===== src/rtl/branch_resolve.sv =====
// Execute-stage branch resolution: decides taken/not-taken, issues a one-cycle
// fetch redirect on mispredict, squashes wrong-path EX slots and keeps statistics.
module branch_resolve #(
  parameter int Width       = 32,
  parameter int CntWidth    = 16,
  parameter int SquashDepth = 2
) (
  input  logic                clk_i,
  input  logic                rst_ni,
  input  logic                ex_valid_i,
  input  logic                ex_branch_i,
  input  logic                ex_jalr_i,
  input  logic [2:0]          ex_funct3_i,
  input  logic [Width-1:0]    ex_pc_i,
  input  logic [Width-1:0]    ex_target_i,
  input  logic                stall_i,
  input  logic                BrLt,
  input  logic                BrEq,
  input  logic                clr_cnt_i,
  output logic                BrUn,
  output logic                flush_o,
  output logic [Width-1:0]    redirect_pc_o,
  output logic                squash_o,
  output logic [CntWidth-1:0] branch_cnt_o,
  output logic [CntWidth-1:0] mispred_cnt_o
);

  localparam int SqW = (SquashDepth < 1) ? 1 : $clog2(SquashDepth + 1);

  typedef enum logic {IDLE, SQUASH} state_t;

  state_t           state, state_next;
  logic [SqW-1:0]   sq_cnt, sq_cnt_next;
  logic             taken, f3_ok;
  logic             can_resolve, br_resolve, jalr_resolve, mispredict;
  logic [Width-1:0] redirect_target;

  assign BrUn = (ex_funct3_i[2:1] == 2'b11);

  always_comb begin
    taken = 1'b0;
    f3_ok = 1'b1;
    case (ex_funct3_i)
      3'b000:          taken = BrEq;
      3'b001:          taken = !BrEq;
      3'b100, 3'b110:  taken = BrLt;
      3'b101, 3'b111:  taken = !BrLt;
      default:         f3_ok = 1'b0;
    endcase
  end

  // JALR takes precedence if both decode flags are ever raised together.
  assign can_resolve  = ex_valid_i && !stall_i && (state == IDLE);
  assign jalr_resolve = can_resolve && ex_jalr_i;
  assign br_resolve   = can_resolve && ex_branch_i && f3_ok && !ex_jalr_i;
  assign mispredict   = jalr_resolve || (br_resolve && !taken);

  // Fetch predicts taken, so a branch mispredict always falls through to pc+4.
  assign redirect_target = ex_jalr_i ? {ex_target_i[Width-1:1], 1'b0}
                                     : ex_pc_i + Width'(4);

  always_comb begin
    state_next  = state;
    sq_cnt_next = sq_cnt;
    case (state)
      IDLE: begin
        if (mispredict) begin
          state_next  = SQUASH;
          sq_cnt_next = SqW'(SquashDepth);
        end
      end
      SQUASH: begin
        if (!stall_i) begin
          if (sq_cnt <= SqW'(1)) begin
            state_next  = IDLE;
            sq_cnt_next = '0;
          end else begin
            sq_cnt_next = sq_cnt - SqW'(1);
          end
        end
      end
      default: begin
        state_next  = IDLE;
        sq_cnt_next = '0;
      end
    endcase
  end

  always_ff @(posedge clk_i or negedge rst_ni) begin
    if (!rst_ni) begin
      state  <= IDLE;
      sq_cnt <= '0;
    end else begin
      state  <= state_next;
      sq_cnt <= sq_cnt_next;
    end
  end

  assign squash_o = (state == SQUASH);

  always_ff @(posedge clk_i or negedge rst_ni) begin
    if (!rst_ni) begin
      flush_o       <= 1'b0;
      redirect_pc_o <= '0;
    end else begin
      flush_o <= mispredict;
      if (mispredict) redirect_pc_o <= redirect_target;
    end
  end

  // Clear beats any same-cycle increment; both counters stick at all-ones.
  always_ff @(posedge clk_i or negedge rst_ni) begin
    if (!rst_ni) begin
      branch_cnt_o  <= '0;
      mispred_cnt_o <= '0;
    end else if (clr_cnt_i) begin
      branch_cnt_o  <= '0;
      mispred_cnt_o <= '0;
    end else begin
      if (br_resolve && (branch_cnt_o != '1)) branch_cnt_o <= branch_cnt_o + CntWidth'(1);
      if (mispredict && (mispred_cnt_o != '1)) mispred_cnt_o <= mispred_cnt_o + CntWidth'(1);
    end
  end

endmodule


===== config.mk =====
export PLATFORM = sky130hd
export DESIGN_NAME = branch_resolve
export DESIGN_NICKNAME = d
export VERILOG_FILES = /design/src/rtl/branch_resolve.sv
export SDC_FILE = /design/constraint.sdc
export NUM_CORES = 1
export LEC_CHECK = 0
export ABC_AREA = 1
export BUFFER_PORTS_ARGS = -buffer_cell sky130_fd_sc_hd__buf_4
export CAP_MARGIN = 20
export CORE_AREA = 2 2 112 114
export DETAILED_ROUTE_END_ITERATION = 8
export DIE_AREA = 0 0 114 116
export GPL_TIMING_DRIVEN = 0
export PLACE_DENSITY_LB_ADDON = 0.12
export SLEW_MARGIN = 10
export SYNTH_ARGS = -nofsm -noshare
export SYNTH_HDL_FRONTEND = slang
export SYNTH_SLANG_ARGS = --single-unit

===== constraint.sdc =====
create_clock -name clk_i -period 1.9 [get_ports clk_i]
set_clock_uncertainty 0.2 [all_clocks]
set_input_delay 0.57 -clock clk_i [delete_from_list [all_inputs] [get_ports clk_i]]
set_output_delay 0.57 -clock clk_i [all_outputs]
set_load 0.01 [all_outputs]

# --- After elaboration in Yosys (flattened, before gate mapping) ---
# Index checks and enable logic that the tools add are counted.
op_classes:
  bitwise_logic: 1
  n_mux: 15
  order_cmp: 1
  eq_ne: 10
  n_addsub: 4
  n_reduce_logical: 22
op_table:
  columns: ["operator", "count"]
  rows:
  - ["$mux W16", 4]
  - ["$add A16 B1 Y16 const B", 2]
  - ["$add A32 B3 Y32 const B", 1]
  - ["$mux W32", 1]
  - ["$ne A16 B16 Y1 const B", 2]
  - ["$eq A3 B3 Y1 const B", 4]
  - ["$logic_and A1 B1 Y1", 9]
  - ["$mux W2", 3]
  - ["$reduce_or A6 Y1", 1]
  - ["$logic_not A1 Y1", 5]
  - ["$mux W1", 4]
  - ["$ne A2 B2 Y1 const B", 2]
  - ["$pmux W1 S4", 1]
  - ["$pmux W2 S2", 1]
  - ["$reduce_bool A2 Y1", 2]
  - ["$reduce_or A2 Y1", 2]
  - ["$eq A3 B1 Y1 const B", 1]
  - ["$logic_not A3 Y1", 1]
  - ["$eq A2 B2 Y1 const B", 1]
  - ["$le A2 B1 Y1 const B", 1]
  - ["$pmux W1 S2", 1]
  - ["$reduce_and A2 Y1", 1]
  - ["$sub A2 B1 Y2 const B", 1]
  - ["$logic_or A1 B1 Y1", 1]
  - ["$not A1 Y1", 1]
word_totals:
  regBits: 68
  output_inout_bits: 67
  wordCells: 59
  input_bits: 76

# --- Depth between registers and ports, before layout ---
depth:
  ltp_word: 11
  ltp_mapped: 11

# --- Least setup slack after synthesis ---
# No wires, ideal clock.
synth_path:
  path_kind: "register to register"
  from: "reg branch_cnt_o[0]"
  to: "reg branch_cnt_o[10]"
  arrival_ns: 1.579
  n_path_buf: 1
  setup_ns: 0.066
  setup_slack_ns: 0.056
  stages_incl_launch_ff: 10
  path_cell_list: "dfrtp_1 ha_1 nand3_1 inv_2 nand2_2 nor2_4 nor2_2 buf_2 nand4_1 nand2_1"
synth_between:
  elab_chain_cells: 3
  elab_cells_between_ends: 6
  classes_between: "add/sub: 1; eq/ne: 1; mux: 2; reduce/logical: 2"
synth_rtl:
  columns: ["element", "line_no", "source"]
  rows:
  - ["from (decl)", "24", "output logic [CntWidth-1:0] branch_cnt_o,"]
  - ["from (signal assigned)", "120", "if (br_resolve && (branch_cnt_o != '1)) branch_cnt_o <= branch_cnt_o + CntWidth'(1);"]
  - ["$add A16 B1 Y16 / $ne A16 B16 Y1 (equally long branches)", "120", null]
  - ["$mux W16 / $logic_and A1 B1 Y1 (equally long branches)", "120", null]
  - ["$mux W16 / $reduce_bool A2 Y1 (equally long branches)", null, null]
# Parallel ways exist; a longest one is shown, timed or not. The select of a mux whose other input is x is not followed.
# A chain may end at the register's enable or synchronous reset.

# --- Worst setup path after layout ---
layout_path:
  from: "reg branch_cnt_o[0]"
  to: "out branch_cnt_o[0]"
# No word-level cell between the ends.

==> results.sh <==
export IMPL_synthToLayoutAreaGrowth_pct=36.9
export IMPL_top_layer_used="met4"
export IMPL_largest_family_of_logic_cells_by_synthesized_area="simple AND/OR/NAND/NOR gates"
export IMPL_rsz0062_at_grt="yes"
export IMPL_power_per_cell_area_nw_per_um2=843
export IMPL_post_synth_edffs=0
export IMPL_slew_headroom_pct=41.0
export IMPL_cts_inserted_buffers=9
export IMPL_clk_latency_ns=0.34
export IMPL_timing_hold_worst_class="primary input to async pin"
export IMPL_synth_area_leader_cell="sky130_fd_sc_hd__dfrtp_1"
export IMPL_total_leakage_power_nw=3.34
export IMPL_htree_num_levels=3
export IMPL_hpwl_mm=11.9
export IMPL_ant_nets=0
export IMPL_clock_root_buffer="sky130_fd_sc_hd__clkbuf_16"
export IMPL_timing_worst_setup_path_type="flop to primary output"
export IMPL_finalNonFillerCells=1049
export IMPL_worstRegToRegCells=9
export IMPL_nFillCells=1183
export IMPL_yosys_area_share_xor_xnor_pct=3.50
export IMPL_wire_length_on_met1_mm=6.74
export IMPL_num_nets_final=976
export IMPL_total_detailed_routing_wirelength_mm=15.3
export IMPL_grt_start_max_net_pins=69
export IMPL_route_detailed_drc=0
export IMPL_dr_wl_met2_mm=7.30
export IMPL_run_status="completed"
export IMPL_yosysUniqueCellTypes=32
export IMPL_drv_max_cap_violation_count=0
export IMPL_worstReg2RegStart="mispred_cnt_o[0]"
export IMPL_synth_yosys_seq_area_share_pct=35.8
export IMPL_num_rows=40
export IMPL_grt_first_pass_wirelength_mm=24.3
export IMPL_die_height_um=116
export IMPL_max_slew_violation_count=0
export IMPL_detailroute_wirelength_met3_um=883
export IMPL_final_setup_viol_count=0
export IMPL_synth_ff_latch_count=68
export IMPL_worst_ep_arrival_time_ns=1.07
export IMPL_cts_max_path_buffers=2
export IMPL_synth_compound_gate_area_share_pct=5.27
export IMPL_cts_reportedPaths_clkPinSlew_ns=0.06
export IMPL_r2r_slack_ns=0.10
export IMPL_first_iter_violations=326
export IMPL_gr_total_overflow=0
export IMPL_netlist_area_leader_share_pct=35.8
export IMPL_setup_worst_path_start="branch_cnt_o[0]"
export IMPL_design_core_area_sq_um=11900
export IMPL_post_route_period_util_pct=96.7
export IMPL_synth_area_mux_share_pct=0
export IMPL_achievable_frequency_mhz=544
export IMPL_synth_flop_cell="sky130_fd_sc_hd__dfrtp_1"
export IMPL_initial_antenna_violation_count=0
export IMPL_port_buffers=140
export IMPL_routabilityCongestion=0.913
export IMPL_simple_gate_area_share_of_the_yosys_netlist_pct=46.8
export IMPL_layout_core_utilization_pct=54.6
export IMPL_tritoncts_clock_tree="done"
export IMPL_synthesis_area_per_instance_sq_um=6.49
export IMPL_synth_fp_nets=811
export IMPL_startpoint_type="flop"
export IMPL_synthesis_area_sq_um=4750
export IMPL_dp_cells=1019
export IMPL_layout_drive_gt1_share_pct=24.9
export IMPL_kind_of_capture_point_of_the_worst_setup_path="primary output"
export IMPL_final_period_minus_worst_setup_slack_ns=1.84
export IMPL_detail_route_first_pass_iterations=6
export IMPL_hold_viol=0
export IMPL_detailroute_via_count=5342
export IMPL_number_of_instances_in_the_synthesized_netlist=732
export IMPL_worstPathMaxFanout=5
export IMPL_die_area_sq_um=13200
export IMPL_total_power_w=0.00548
export IMPL_asyncSetResetFlopFracSynth_pct=100
export IMPL_all_layer_global_routing_usage_pct=23.5
export IMPL_setup_worst_path_end="branch_cnt_o[0]"
export IMPL_initial_utilization_pct=39.9
export IMPL_vdd_drop_max_mv=0.608
export IMPL_grt_pass1_vias=4988
export IMPL_post_drt_via_cell_ratio=5.09
export IMPL_cts_hold_buffers_added=0
export IMPL_leading_cell_types_by_total_area_after_synthesis="sky130_fd_sc_hd__dfrtp_1 (36%), sky130_fd_sc_hd__nand2_1 (20%), sky130_fd_sc_hd__nand3_1 (9.1%)"
export IMPL_boundaryPins=143
export IMPL_ys_warn_count=0
export IMPL_required_ns=1.13
export IMPL_fp_dieW_um=114
export IMPL_yosys_area_share_adder_pct=0.791
export IMPL_drt_wirelength_per_cell_um=14.6
export IMPL_worstMarginPinSlew_ns=0.886
export IMPL_antenna_cell_count=0
export IMPL_timing_rr_end="mispred_cnt_o[4]"
export IMPL_cts_num_sinks=68
[synth_stat cells, types with 3 or more instances]
library cell / n
sky130_fd_sc_hd__o21ai_1: 5
sky130_fd_sc_hd__xor2_1: 17
sky130_fd_sc_hd__clkbuf_1: 8
sky130_fd_sc_hd__inv_2: 3
sky130_fd_sc_hd__a21oi_1: 5
sky130_fd_sc_hd__nor3b_1: 3
sky130_fd_sc_hd__buf_2: 10
sky130_fd_sc_hd__nand4_1: 23
sky130_fd_sc_hd__dfrtp_1: 68
sky130_fd_sc_hd__or2_2: 9
sky130_fd_sc_hd__nor2_1: 103
sky130_fd_sc_hd__buf_6: 3
sky130_fd_sc_hd__nand3_1: 86
sky130_fd_sc_hd__a21boi_0: 5
sky130_fd_sc_hd__nor2_4: 3
sky130_fd_sc_hd__o21ai_0: 25
sky130_fd_sc_hd__nand2_4: 3
sky130_fd_sc_hd__nor2_2: 6
sky130_fd_sc_hd__nor3_1: 7
sky130_fd_sc_hd__ha_1: 3
sky130_fd_sc_hd__nand2_1: 258
sky130_fd_sc_hd__inv_1: 63
[report_power, final]
part           switching [W]  total (W)  leakage (nW)  internal (W)
Sequential          0.000241    0.00207         0.880       0.00183
Combinational       0.000859    0.00169          2.32      0.000833
Clock               0.000694    0.00172         0.142       0.00102
[what timing repair did]
item	4_1_cts	5_1_grt
setup buffers	9	5
pin swaps	6	5
endpoints found under the setup margin	54	64
gates resized for setup	10	15
hold endpoints to repair	0	0
[layer usage]
| layer | vias to the layer above | GRT usage, % |
|---|---|---|
| li1 | 2679 | - |
| met3 | 26 | 4.97 |
| met5 | - | 0 |
| met1 | 2454 | 29.9 |
| met4 | 0 | 9.76 |
| met2 | 183 | 38.9 |
[cell type report]
cell class,count,area [sq um],share of cell area (%)
tap,147,184,2.83
sequential,68,1710,26.3
timing repair buffer,154,1170,18.0
clock buffer,9,225,3.47
multi-input combinational,575,2760,42.4
clock inverter,7,76.3,1.17
buffer,21,123,1.89
inverter,68,258,3.97
[kinds of logic after synthesis]
logic type                 count (synthesis)
DFF                                       68
AOI/OAI and AO/OA                         45
buffers and inverters                     89
and+or+nand+nor                          508
xor gates and xnor gates                  19
adders and majority gates                  3
[worst max-delay path, stage by stage, from the launching register on]
cell	delay, ns
sky130_fd_sc_hd__dfrtp_2	0.42
sky130_fd_sc_hd__buf_4	0.16
sky130_fd_sc_hd__buf_4	0.14
[metrics by stage]
step	hold slack (ns)	setup slack (ns)	TNS, ns	instance area (sq um)
final	0.132	0.0628	0	6500
after global placement	0.266	-0.323	-14.83	5980
after CTS	0.183	0.0114	0	6410
after floorplan	0.0744	0.0558	0	4750
after global routing	0.235	-0.00372	-0.00899	6500
after detailed placement	0.272	-0.335	-16.07	5980
[how the worst min path moves through the flow]
stage / end / depth (start not counted) / slack, ns
3_5_place_dp: redirect_pc_o[11] / 2 / 0.27
3_3_place_gp: redirect_pc_o[24] / 2 / 0.27
6_report: mispred_cnt_o[8] / 1 / 0.13
5_1_grt: flush_o / 1 / 0.23
4_1_cts: mispred_cnt_o[13] / 1 / 0.18
2_1_floorplan: branch_cnt_o[0] / 0 / 0.07
[placed cells by master, fill, tap and decap left out, types with 2 or more instances in the layout]
master / instances
sky130_fd_sc_hd__a21boi_0: 5
sky130_fd_sc_hd__a21oi_1: 5
sky130_fd_sc_hd__buf_2: 8
sky130_fd_sc_hd__buf_4: 154
sky130_fd_sc_hd__buf_6: 4
sky130_fd_sc_hd__clkbuf_1: 8
sky130_fd_sc_hd__clkbuf_16: 9
sky130_fd_sc_hd__clkinv_1: 2
sky130_fd_sc_hd__clkinv_4: 2
sky130_fd_sc_hd__clkinvlp_4: 2
sky130_fd_sc_hd__dfrtp_1: 64
sky130_fd_sc_hd__dfrtp_2: 4
sky130_fd_sc_hd__inv_1: 63
sky130_fd_sc_hd__inv_2: 2
sky130_fd_sc_hd__nand2_1: 257
sky130_fd_sc_hd__nand2_2: 2
sky130_fd_sc_hd__nand2_8: 2
sky130_fd_sc_hd__nand3_1: 84
sky130_fd_sc_hd__nand3_2: 3
sky130_fd_sc_hd__nand4_1: 23
sky130_fd_sc_hd__nor2_1: 100
sky130_fd_sc_hd__nor2_2: 5
sky130_fd_sc_hd__nor2_4: 7
sky130_fd_sc_hd__nor3_1: 7
sky130_fd_sc_hd__nor3_2: 2
sky130_fd_sc_hd__nor3b_1: 3
sky130_fd_sc_hd__o211ai_1: 2
sky130_fd_sc_hd__o21ai_0: 24
sky130_fd_sc_hd__o21ai_1: 6
sky130_fd_sc_hd__o21bai_1: 2
sky130_fd_sc_hd__or2_2: 9
sky130_fd_sc_hd__xnor2_1: 2
sky130_fd_sc_hd__xor2_1: 17
[state kept, by name, summed over array words and instances (netlist names)]
register,flops
flush_o,1
branch_cnt_o,16
redirect_pc_o,32
mispred_cnt_o,16
sq_cnt,2
squash_o,1
(Power assumes the default switching activity.)
